## src/rtl/nat_pkg.sv

```systemverilog
// Shared constants and types for the NAT request front end: FSM encoding,
// tuple beat indices and the request tuple payload.
package nat_pkg;

  localparam int unsigned IP_W        = 32;
  localparam int unsigned PORT_W      = 16;
  localparam int unsigned PROTO_W     = 8;
  localparam int unsigned DATA_W      = 32;
  localparam int unsigned PROTO_PAD_W = DATA_W - PROTO_W;
  localparam int unsigned LAT_W       = 16;

  localparam logic [2:0] ST_IDLE      = 3'd0;
  localparam logic [2:0] ST_SRC_IP    = 3'd1;
  localparam logic [2:0] ST_DST_IP    = 3'd2;
  localparam logic [2:0] ST_PORTS     = 3'd3;
  localparam logic [2:0] ST_PROTO     = 3'd4;
  localparam logic [2:0] ST_WAIT_CONN = 3'd5;
  localparam logic [2:0] ST_OUT       = 3'd6;

  localparam logic [1:0] BEAT_SRC_IP = 2'd0;
  localparam logic [1:0] BEAT_DST_IP = 2'd1;
  localparam logic [1:0] BEAT_PORTS  = 2'd2;
  localparam logic [1:0] BEAT_PROTO  = 2'd3;

  typedef struct packed {
    logic [IP_W-1:0]    src_ip;
    logic [IP_W-1:0]    dst_ip;
    logic [PORT_W-1:0]  src_port;
    logic [PORT_W-1:0]  dst_port;
    logic [PROTO_W-1:0] proto;
  } tuple_t;

  // Beat states are contiguous from ST_SRC_IP, so the beat index is an offset.
  function automatic logic [1:0] beat_of(input logic [2:0] st);
    return 2'(st - ST_SRC_IP);
  endfunction

endpackage

```

## src/rtl/nat_beat_mux.sv

```systemverilog
// Selects the 32-bit tuple stream payload for the current beat; zero when idle.
module nat_beat_mux
  import nat_pkg::*;
(
  input  logic              beat_valid,
  input  logic [1:0]        beat_idx,
  input  tuple_t            tuple,
  output logic [DATA_W-1:0] data
);

  always_comb begin
    data = '0;
    if (beat_valid) begin
      case (beat_idx)
        BEAT_SRC_IP: data = tuple.src_ip;
        BEAT_DST_IP: data = tuple.dst_ip;
        BEAT_PORTS:  data = {tuple.dst_port, tuple.src_port};
        BEAT_PROTO:  data = {{PROTO_PAD_W{1'b0}}, tuple.proto};
      endcase
    end
  end

endmodule

```

## src/rtl/nat_req_frontend.sv

```systemverilog
// NAT request front end: serialises a 5-tuple into four beats, waits for the
// connection id (with optional timeout) and returns a tagged, timed result.
module nat_req_frontend
  import nat_pkg::*;
#(
  parameter int unsigned SEQ_W   = 16,
  parameter int unsigned TIMEOUT = 1024
) (
  input  logic                clk,
  input  logic                rst,
  input  logic                in_valid_i,
  input  logic [IP_W-1:0]     in_src_ip_i,
  input  logic [IP_W-1:0]     in_dst_ip_i,
  input  logic [PORT_W-1:0]   in_src_port_i,
  input  logic [PORT_W-1:0]   in_dst_port_i,
  input  logic [PROTO_W-1:0]  in_proto_i,
  output logic                in_ready_o,
  output logic                tuple_valid_o,
  output logic [DATA_W-1:0]   tuple_data_o,
  input  logic                tuple_ready_i,
  input  logic                conn_valid_i,
  input  logic [DATA_W-1:0]   conn_data_i,
  output logic                conn_ready_o,
  output logic                res_valid_o,
  input  logic                res_ready_i,
  output logic [DATA_W-1:0]   res_data_o,
  output logic [SEQ_W-1:0]    res_seq_o,
  output logic [LAT_W-1:0]    res_lat_o,
  output logic                res_err_o
);

  localparam logic [31:0] TO_LAST = 32'(TIMEOUT - 1);
  localparam bit          TO_EN   = (TIMEOUT != 0);

  logic [2:0]       state;
  logic [2:0]       next_state;
  tuple_t           tuple_q;
  logic [LAT_W-1:0] lat_cnt;
  logic [LAT_W-1:0] lat_next;
  logic [31:0]      to_cnt;
  logic [SEQ_W-1:0] seq;
  logic             beat_active;
  logic             conn_fire;
  logic             to_hit;

  assign beat_active = (state >= ST_SRC_IP) && (state <= ST_PROTO);
  assign conn_fire   = (state == ST_WAIT_CONN) && conn_valid_i;
  assign to_hit      = TO_EN && (state == ST_WAIT_CONN) && (to_cnt == TO_LAST);
  assign lat_next    = (lat_cnt == '1) ? lat_cnt : lat_cnt + LAT_W'(1);

  assign in_ready_o    = (state == ST_IDLE);
  assign tuple_valid_o = beat_active;
  assign conn_ready_o  = (state == ST_WAIT_CONN);
  assign res_valid_o   = (state == ST_OUT);
  assign res_seq_o     = seq;

  nat_beat_mux u_beat_mux (
    .beat_valid (beat_active),
    .beat_idx   (beat_of(state)),
    .tuple      (tuple_q),
    .data       (tuple_data_o)
  );

  always_ff @(posedge clk) begin
    if (rst) state <= ST_IDLE;
    else     state <= next_state;
  end

  always_comb begin
    next_state = state;
    case (state)
      ST_IDLE:      if (in_valid_i)            next_state = ST_SRC_IP;
      ST_SRC_IP:    if (tuple_ready_i)         next_state = ST_DST_IP;
      ST_DST_IP:    if (tuple_ready_i)         next_state = ST_PORTS;
      ST_PORTS:     if (tuple_ready_i)         next_state = ST_PROTO;
      ST_PROTO:     if (tuple_ready_i)         next_state = ST_WAIT_CONN;
      ST_WAIT_CONN: if (conn_fire || to_hit)   next_state = ST_OUT;
      ST_OUT:       if (res_ready_i)           next_state = ST_IDLE;
      default:                                 next_state = ST_IDLE;
    endcase
  end

  // Request capture, latency/timeout counters, result registers and sequence tag.
  always_ff @(posedge clk) begin
    if (rst) begin
      tuple_q    <= '0;
      lat_cnt    <= '0;
      to_cnt     <= '0;
      res_data_o <= '0;
      res_lat_o  <= '0;
      res_err_o  <= 1'b0;
      seq        <= '0;
    end else begin
      if (in_ready_o && in_valid_i) begin
        tuple_q <= '{src_ip:   in_src_ip_i,
                     dst_ip:   in_dst_ip_i,
                     src_port: in_src_port_i,
                     dst_port: in_dst_port_i,
                     proto:    in_proto_i};
        lat_cnt <= '0;
      end else if (beat_active || (state == ST_WAIT_CONN)) begin
        lat_cnt <= lat_next;
      end

      if (state == ST_WAIT_CONN) to_cnt <= to_cnt + 32'd1;
      else                       to_cnt <= '0;

      // A handshake on the timeout cycle still returns the id.
      if (conn_fire) begin
        res_data_o <= conn_data_i;
        res_err_o  <= 1'b0;
        res_lat_o  <= lat_next;
      end else if (to_hit) begin
        res_data_o <= '0;
        res_err_o  <= 1'b1;
        res_lat_o  <= lat_next;
      end

      if (res_valid_o && res_ready_i) seq <= seq + SEQ_W'(1);
    end
  end

endmodule
```

## config.mk

```make
export PLATFORM = sky130hd
export DESIGN_NAME = nat_req_frontend
export DESIGN_NICKNAME = d
export VERILOG_FILES = /design/src/rtl/nat_pkg.sv /design/src/rtl/nat_beat_mux.sv /design/src/rtl/nat_req_frontend.sv
export SDC_FILE = /design/constraint.sdc
export NUM_CORES = 1
export LEC_CHECK = 0
export BUFFER_PORTS_ARGS = -buffer_cell sky130_fd_sc_hd__buf_2
export CAP_MARGIN = 20
export CORE_ASPECT_RATIO = 0.5
export CORE_MARGIN = 2
export CORE_UTILIZATION = 41
export CTS_CLUSTER_SIZE = 30
export DETAILED_ROUTE_END_ITERATION = 7
export PLACE_DENSITY = 0.74
export SYNTH_ARGS = -nofsm -noshare
export SYNTH_HDL_FRONTEND = slang
export SYNTH_SLANG_ARGS = --single-unit
export TNS_END_PERCENT = 5
```

## constraint.sdc

```tcl
create_clock -name clk -period 5.3 [get_ports clk]
set_clock_uncertainty 0.05 [all_clocks]
set_input_delay 1.06 -clock clk [delete_from_list [all_inputs] [get_ports clk]]
set_output_delay 1.06 -clock clk [all_outputs]
set_load 0.02 [all_outputs]
```

==> impl_metrics.ini, run 1 <==
[yosys]
synth_seq_cells = 220
synth.net_count = 1281
synthArstFlopShare_pct = 0
synth_flop_cell = dfxtp_1
synth_edf_count = 0
postSynthCellCount = 1136
ys_seq_area_share_pct = 47.05
syn_area_um2 = 9360
synthDistinctLibCells = 53
yosysWarnings = 0
syn_area_per_cell_um2 = 8.240

[route]
drtPass1Iterations = 5
drc = 0
routed_wl_um = 24600
vias = 8584
routedWlPerCell_um = 14.92
drt-initial-drc-count = 552
routed_via_density = 5.206
ant_nets = 0

[power]
combPwrFrac_pct = 16.5
powerDensity_nw_per_um2 = 346.9
internal_power_uw = 2859
switchingPower_uw = 1110
clkPwrFrac_pct = 37.9
p_leak_uw = 0.004617
peakVddDrop_mv = 0.1732
swShare_pct = 27.96
p_seq_share_pct = 45.5

[die]
num_io_pins = 243
die_h_um = 110.8
start_util_pct = 41.43
core.rowCount = 39
die_x_um = 217.7
die_area_um2 = 24130
core_um2 = 22590

[timing]
finalHoldViolations = 0
slew_headroom_pct = 30.36
rsz0062_at_grt = no
timing.fmax_mhz = 271.6
finalSetupTns_ns = 0
tightestPinTransition_ns = 1.045
finalMaxSlewViolations = 0
final-setup-viol-count = 0
period_share_pct = 69.47
period_needed_ns = 3.682

[clock_tree]
cts.sink_count = 220
cts_tree = yes
clk_pin_slew_ns = 0.07
htreeDepth = 1
clk_latency_ns = 0.50
post_cts_resize_count = 0
cts_made_buffers = 21
cts-root-buf = clkbuf_16
clockBufferDepth = 3
cts_setup_buffers = 0
postCtsHoldBufs = 0

[layout]
final_nets = 1473
area_delta_synth_final_pct = 22.22
fillers = 2124
utilization_pct = 50.63
layout_commonest_cell = buf_2
drive_gt1_share_pct = 23.04
layout_common_cells = 242 x buf_2, 239 x nand2_1, 219 x dfxtp_1, 160 x a21oi_1, 116 x nor2_1

[setup_path]
critical_path_class = reg -> out
cp.arrival_ns = 2.57
crit_path_max_fanout = 44
critPathSlowestCell = buf_4
crit_chain = buf_4 > nand3b_1 > clkinv_1 > buf_2
crit_family = buffers and inverters
cp_num_buf_inv = 3
slowest_delay_ns = 0.53
start_kind = register
critPathRequiredTime_ns = 4.19
endpoint_kind = output port

[min_path]
min_path_type = reg -> reg

[placed_design]
port_buffers = 242
dpl.hpwl_um = 16960
place.gp.congestion = 0.8896

[outcome]
outcome = completed

[global_routing]
grt_pass1_vias = 8070
overflow = 0
antenna_found_initial = 2
track_usage_pct = 19.58
grt_pass1_wl_um = 39380
grt_max_degree = 106

[job]
drv_cap = 0
## routing by layer
| layer | wire length [µm] | up-vias | GRT usage [%] |
|---|---|---|---|
| met1 | 10600 | 4037 | 24.24 |
| met5 | 0 | - | 0 |
| met2 | 12060 | 225 | 34.59 |
| met3 | 1201 | 57 | 3.512 |
| li1 | - | 4265 | - |
| met4 | 741 | 0 | 6.027 |
## kinds of logic (layout without fill, tap and decap cells)
group,count (synthesis),after routing,share of synthesized area (%)
muxes,40,40,5.400
xor gates and xnor gates,57,57,5.334
other,0,1,0
and+or+nand+nor,489,489,23.19
adders and majority gates,3,3,0.4011
AOI/OAI and AO/OA,235,235,14.64
DFF,220,220,47.05
buffers and inverters,92,297,3.983
## cell type report
class / count / area, µm² / share of cell area [%]
Timing Repair Buffer: 252 / 1334 / 11.66
Antenna cell: 1 / 2.502 / 0.02187
Clock buffer: 28 / 581.8 / 5.086
Sequential cell: 220 / 4405 / 38.51
Inverter: 9 / 33.78 / 0.2953
Clock inverter: 8 / 96.34 / 0.8422
Multi-Input combinational cell: 824 / 4602 / 40.23
Tap cell: 307 / 384.1 / 3.358
## synthesized netlist by cell type, types with 8 or more instances
library cell  count  area [µm²]
mux4_2            8       180.2
nand2_1         240       900.9
xnor2_1          25       219.0
buf_2            19       95.09
clkbuf_1         59       221.5
xor2_1           32       280.3
nor2b_1          10       62.56
a21oi_1         160       800.8
and3_1            8       50.05
dfxtp_1         220        4404
nand4_1          20       125.1
nor2_1          116       435.4
nand3_1          36       180.2
o21ai_0          18       90.09
mux2i_1          28       280.3
nor3_1           16       80.08
nor4_1            9       56.30
a22o_1           32       280.3
inv_1             8       30.03
## flip-flops by register name, summed over array words and instances (netlist names)
register	count
res_err_o	1
res_seq_o	16
tuple_q	104
to_cnt	32
state	3
res_data_o	32
res_lat_o	16
lat_cnt	16
## path summary, 6_finish.rpt
path	from	to	slack, ns	cells after the start
worst max-delay path	state[0]	conn_ready_o	1.62	4
worst min-delay path	tuple_q[56]	tuple_q[56]	0.40	2
worst max register to register	state[0]	to_cnt[14]	2.32	5
worst min register to register	tuple_q[56]	tuple_q[56]	0.40	2
## worst min-delay path: cells and delay by family (launching register included)
family,cells,cell delay [ns]
flip-flops,1,0.31
AND/OR/NAND/NOR,1,0.05
AO/OA/AOI/OAI,1,0.05
## power by group through the flow
| stage | combinational [µW] | clock [µW] | sequential [µW] |
|---|---|---|---|
| final | 655 | 1510 | 1810 |
| after global routing | 725 | 1600 | 1820 |
| after CTS | 646 | 1540 | 1810 |
| after detailed placement | 644 | 0 | 1840 |
| after global placement | 630 | 0 | 1840 |
| after floorplan | 469 | 0 | 1830 |
## metrics by stage
| step | setup slack (ns) | instances | hold WS (ns) | area (µm²) | power [µW] |
|---|---|---|---|---|---|
| 3_5_place_dp | 2.043 | 1608 | 0.3955 | 10680 | 2488 |
| 2_1_floorplan | 2.440 | 1136 | 0.3797 | 9360 | 2297 |
| 5_1_grt | 1.376 | 1649 | 0.4190 | 11440 | 4147 |
| 6_report | 1.618 | 1649 | 0.4036 | 11440 | 3968 |
| 4_1_cts | 1.547 | 1644 | 0.4048 | 11360 | 3990 |
| 3_3_place_gp | 2.127 | 1608 | 0.3912 | 10680 | 2468 |
(Power assumes the default switching activity.)
==> inputs of run 2 (changes only) <==
==> constraint.sdc (replaced) <==
create_clock -name clk -period 3.6 [get_ports clk]
set_clock_uncertainty 0.05 [all_clocks]
set_input_delay 0.72 -clock clk [delete_from_list [all_inputs] [get_ports clk]]
set_output_delay 0.72 -clock clk [all_outputs]
set_load 0.02 [all_outputs]
==> run 2 against run 1 <==
Compared with the run above: first-iteration DRC count is 24% higher; final cell count is 0.42% higher; sequential share of layout area is 0.12 points lower; clock power is 54% higher; clock-buffer cell count is 6 higher; global-route usage is 0.74 points higher; sequential cell count stayed put; cell area is 0.31% higher.
==> impl_metrics.ini, run 2 (synthesis results as in run 1) <==
[placed_design]
dpl.hpwl_um = 17340
dpl.cell_count = 1616
place.gp.congestion = 0.9036
port_buffers = 242

[die]
start_util_pct = 41.43
die_x_um = 217.7
num_io_pins = 243
die_h_um = 110.8
core_um2 = 22590
core.rowCount = 39
die_area_um2 = 24130

[setup_path]
reg2reg_slack_ns = 0.75
cp.arrival_ns = 2.53
critical_path_class = reg -> out
crit_chain = buf_4 > inv_1 > nor2_1 > a21oi_1 > nor2_1 > buf_2
crit_path_max_fanout = 24
crit_top_cell = nor2_1
start_kind = register
r2r_start = state[1]
endpoint_kind = output port
critPathRequiredTime_ns = 2.83
crit_start = state[1]
critPathSlowestCell = dfxtp_1
slowest_delay_ns = 0.71

[clock_tree]
clockBufferDepth = 3
clk_pin_slew_ns = 0.06
htreeDepth = 1
cts_made_buffers = 22
postCtsHoldBufs = 0
cts.sink_count = 220
cts_tree = yes
cts-root-buf = clkbuf_16
post_cts_resize_count = 0
cts_setup_buffers = 0
clk_latency_ns = 0.52

[layout]
area_delta_synth_final_pct = 22.59
stdcell_count = 1656
final_nets = 1478
drive_gt1_share_pct = 23.18
biggestRegsByFlops = tuple_q: 104 flops, res_data_o: 32 flops, to_cnt: 32 flops
layout_commonest_cell = buf_2
multiInputGateArea_um2 = 4596
final-seq-area_um2 = 4405
top_register = tuple_q
largest_register_ffs = 104
utilization_pct = 50.79
layout_common_cells = 241 x buf_2, 239 x nand2_1, 219 x dfxtp_1, 160 x a21oi_1, 116 x nor2_1
fillers = 2124

[route]
drtPass1Iterations = 5
drc = 0
ant_nets = 0
routed_via_density = 5.261
routedWlPerCell_um = 15.18
routed_wl_um = 25140
drt-initial-drc-count = 686
vias = 8712

[timing]
rsz0062_at_grt = no
period_needed_ns = 3.299
finalHoldViolations = 0
slew_headroom_pct = 26.01
fin_hold_ws_ns = 0.3625
finalMaxSlewViolations = 0
period_share_pct = 91.65
final-setup-viol-count = 0
finalSetupTns_ns = 0
timing.fmax_mhz = 303.1
tightestPinTransition_ns = 1.100

[power]
peakVddDrop_mv = 0.2835
powerDensity_nw_per_um2 = 519.6
power_uw = 5962
p_leak_uw = 0.004643

[global_routing]
grt_max_degree = 105
overflow = 0
grt_pass1_vias = 8300
antenna_found_initial = 3
track_usage_pct = 20.32
grt_pass1_wl_um = 40770

[min_path]
min_path_type = in -> reg
min_from = conn_data_i[6]

[outcome]
outcome = completed

[job]
drv_cap = 0
-- run 2: cell types whose count changed in the layout (fill, tap and decap cells not counted), sizes merged --
cell	change
clkbuf	+6
diode	+2
clkinvlp	-1
clkinv	-3
bufinv	-1
buf	+4
-- run 2: area by class of cell --
cell class,instances,area share [%]
antenna,3,0.06542
clock buffer,34,5.899
clock inverter,3,0.3489
inverter,9,0.2944
multi-input combinational,824,40.05
sequential,220,38.39
tap,307,3.347
timing repair buffer,256,11.60
-- run 2: power breakdown --
part | switching (µW) | internal (µW)
logic | 606 | 351
registers | 107 | 2580
clock network | 961 | 1360
total | 1670 | 4290
-- run 2: worst max-delay path, delay by kind of cell, from the launching register on --
kind | cells | cell delay, ns
DFF | 1 | 0.71
buffers and inverters | 3 | 0.90
AOI/OAI and AO/OA | 1 | 0.06
and+or+nand+nor | 2 | 0.34
-- run 2: worst paths after layout --
kind | endpoint | depth (start not counted)
setup reg to reg | to_cnt[30] | 5
setup / recovery | tuple_data_o[16] | 6
hold / removal | res_data_o[6] | 2
hold reg to reg | tuple_q[76] | 2
-- run 2: metal layers --
layer,up-vias,track usage [%],routed length (µm)
li1,4275,-,-
met1,4124,26.23,11010
met2,256,34.18,12030
met3,57,3.868,1360
met4,0,6.712,736
met5,-,0,0
-- run 2: stage by stage --
stage,setup slack [ns],instance area [µm²]
2_1_floorplan,1.080,9360
3_3_place_gp,0.9110,10750
3_5_place_dp,0.7908,10750
4_1_cts,0.2597,11470
5_1_grt,0.01377,11470
6_report,0.3008,11470
==> inputs of run 3 (changes only) <==
--- a/config.mk
+++ b/config.mk
@@ -9,10 +9,10 @@
 export CAP_MARGIN = 20
 export CORE_ASPECT_RATIO = 0.5
 export CORE_MARGIN = 2
-export CORE_UTILIZATION = 41
+export CORE_UTILIZATION = 30
 export CTS_CLUSTER_SIZE = 30
 export DETAILED_ROUTE_END_ITERATION = 7
-export PLACE_DENSITY = 0.74
+export PLACE_DENSITY = 0.6
 export SYNTH_ARGS = -nofsm -noshare
 export SYNTH_HDL_FRONTEND = slang
 export SYNTH_SLANG_ARGS = --single-unit
==> run 3 against run 2 <==
Compared with the run above: combinational power is 2.7% higher; via count decreased by 2.7%; routed wire length rose by 5.3%; register-to-register slack improved by 0.35 ns; core utilization is 12 points lower; total power is 0.12% higher; critical endpoint is now tuple_data_o[15].
==> impl_metrics.ini, run 3 (synthesis results as in run 1) <==
[route]
drc = 0
routed_via_density = 4.765
routed_wl_um = 26460
drt-initial-drc-count = 423
drtPass1Iterations = 4
routedWlPerCell_um = 14.87
ant_nets = 0
vias = 8481

[layout]
top_register = tuple_q
layout_commonest_cell = buf_2
biggestRegsByFlops = tuple_q: 104 flops, res_data_o: 32 flops, to_cnt: 32 flops
stdcell_count = 1780
area_delta_synth_final_pct = 24.93
layout_common_cells = 241 x buf_2, 239 x nand2_1, 219 x dfxtp_1, 160 x a21oi_1, 116 x nor2_1
largest_register_ffs = 104
drive_gt1_share_pct = 23.86
final_nets = 1485

[power]
p_leak_uw = 0.004685
powerDensity_nw_per_um2 = 510.5
p_seq_share_pct = 44.9
swShare_pct = 28.63
switchingPower_uw = 1709
power_uw = 5969
peakVddDrop_mv = 0.2867
internal_power_uw = 4260
combPwrFrac_pct = 16.5
clkPwrFrac_pct = 38.7

[clock_tree]
clockBufferDepth = 3
cts_made_buffers = 22
clk_pin_slew_ns = 0.07
cts_setup_buffers = 0
cts.sink_count = 220
cts-root-buf = clkbuf_16
post_cts_resize_count = 0
postCtsHoldBufs = 0
clk_latency_ns = 0.53
htreeDepth = 1
cts_tree = yes

[setup_path]
cp.arrival_ns = 2.35
crit_path_max_fanout = 15
critical_path_class = reg -> out
endpoint_kind = output port
r2r_cells = 5
critPathSlowestCell = nor2b_2
start_kind = register
r2r_start = lat_cnt[0]
slowest_delay_ns = 0.63
critPathRequiredTime_ns = 2.83
reg2reg_slack_ns = 1.10
r2r_end = res_lat_o[1]
crit_chain = nor2b_2 > buf_4 > a21oi_1 > nor2_1 > buf_2
crit_start = state[0]

[placed_design]
place.gp.congestion = 0.7878
dpl.cell_count = 1739
port_buffers = 242
dpl.hpwl_um = 18440

[global_routing]
grt_pass1_vias = 7853
antenna_found_initial = 4
overflow = 0
grt_max_degree = 79
track_usage_pct = 15.73
grt_pass1_wl_um = 41800

[timing]
period_share_pct = 86.60
finalMaxSlewViolations = 0
tightestPinTransition_ns = 0.9248
final-setup-viol-count = 0
fin_hold_ws_ns = 0.3616
finalSetupTns_ns = 0
timing.fmax_mhz = 320.8
period_needed_ns = 3.117
slew_headroom_pct = 38.28
finalHoldViolations = 0
rsz0062_at_grt = no

[die]
die_h_um = 128.9
num_io_pins = 243
core_um2 = 30520
die_x_um = 253.8
start_util_pct = 30.67
die_area_um2 = 32710
core.rowCount = 45

[min_path]
whs_path_depth = 2
whs_endpoint = res_data_o[25]
min_path_type = in -> reg
min_from = conn_data_i[25]

[job]
drv_cap = 0

[outcome]
outcome = completed
==> run 3: per-layer routing <==
layer  global-route usage [%]  up-vias  wire (µm)
met5                        0        -         11
met4                    4.706        2        544
met3                    3.318       36       1198
met2                    26.21      147      12600
met1                    20.59     3998      12110
li1                         -     4298          -
==> run 3: area by class of cell <==
cell class	count	area [µm²]
fill	3257	18820
multi-input combinational	824	4596
sequential	220	4405
timing repair buffer	263	1396
clock buffer	30	640.6
tap	423	529.3
clock inverter	8	85.08
inverter	9	33.78
antenna	3	7.507
==> run 3: how the worst max path moves through the flow <==
stage / endpoint
after floorplan: tuple_data_o[26]
after CTS: tuple_data_o[15]
after global routing: tuple_data_o[23]
after global placement: tuple_data_o[11]
final: tuple_data_o[15]
after detailed placement: tuple_data_o[15]
==> run 3: power by group through the flow <==
stage | logic (µW) | clock network [µW] | registers, µW
2_1_floorplan | 691 | 0 | 2690
3_3_place_gp | 987 | 0 | 2730
3_5_place_dp | 992 | 0 | 2730
4_1_cts | 994 | 2390 | 2680
5_1_grt | 1090 | 2510 | 2700
6_report | 983 | 2310 | 2680
==> run 3: worst max-delay path, delay by kind of cell (launching register included) <==
family / cells / cell delay, ns
flops: 1 / 0.48
compound gates: 1 / 0.10
buf+inv: 2 / 0.51
simple gates: 2 / 0.72
==> run 3: through the flow <==
| step | area [µm²] | setup slack (ns) | utilization [%] |
|---|---|---|---|
| 2_1_floorplan | 9360 | 1.080 | - |
| 3_3_place_gp | 10960 | 1.048 | 35.92 |
| 3_5_place_dp | 10960 | 1.024 | 35.92 |
| 4_1_cts | 11690 | 0.4584 | 38.29 |
| 5_1_grt | 11690 | 0.2188 | 38.32 |
| 6_report | 11690 | 0.4825 | 38.32 |
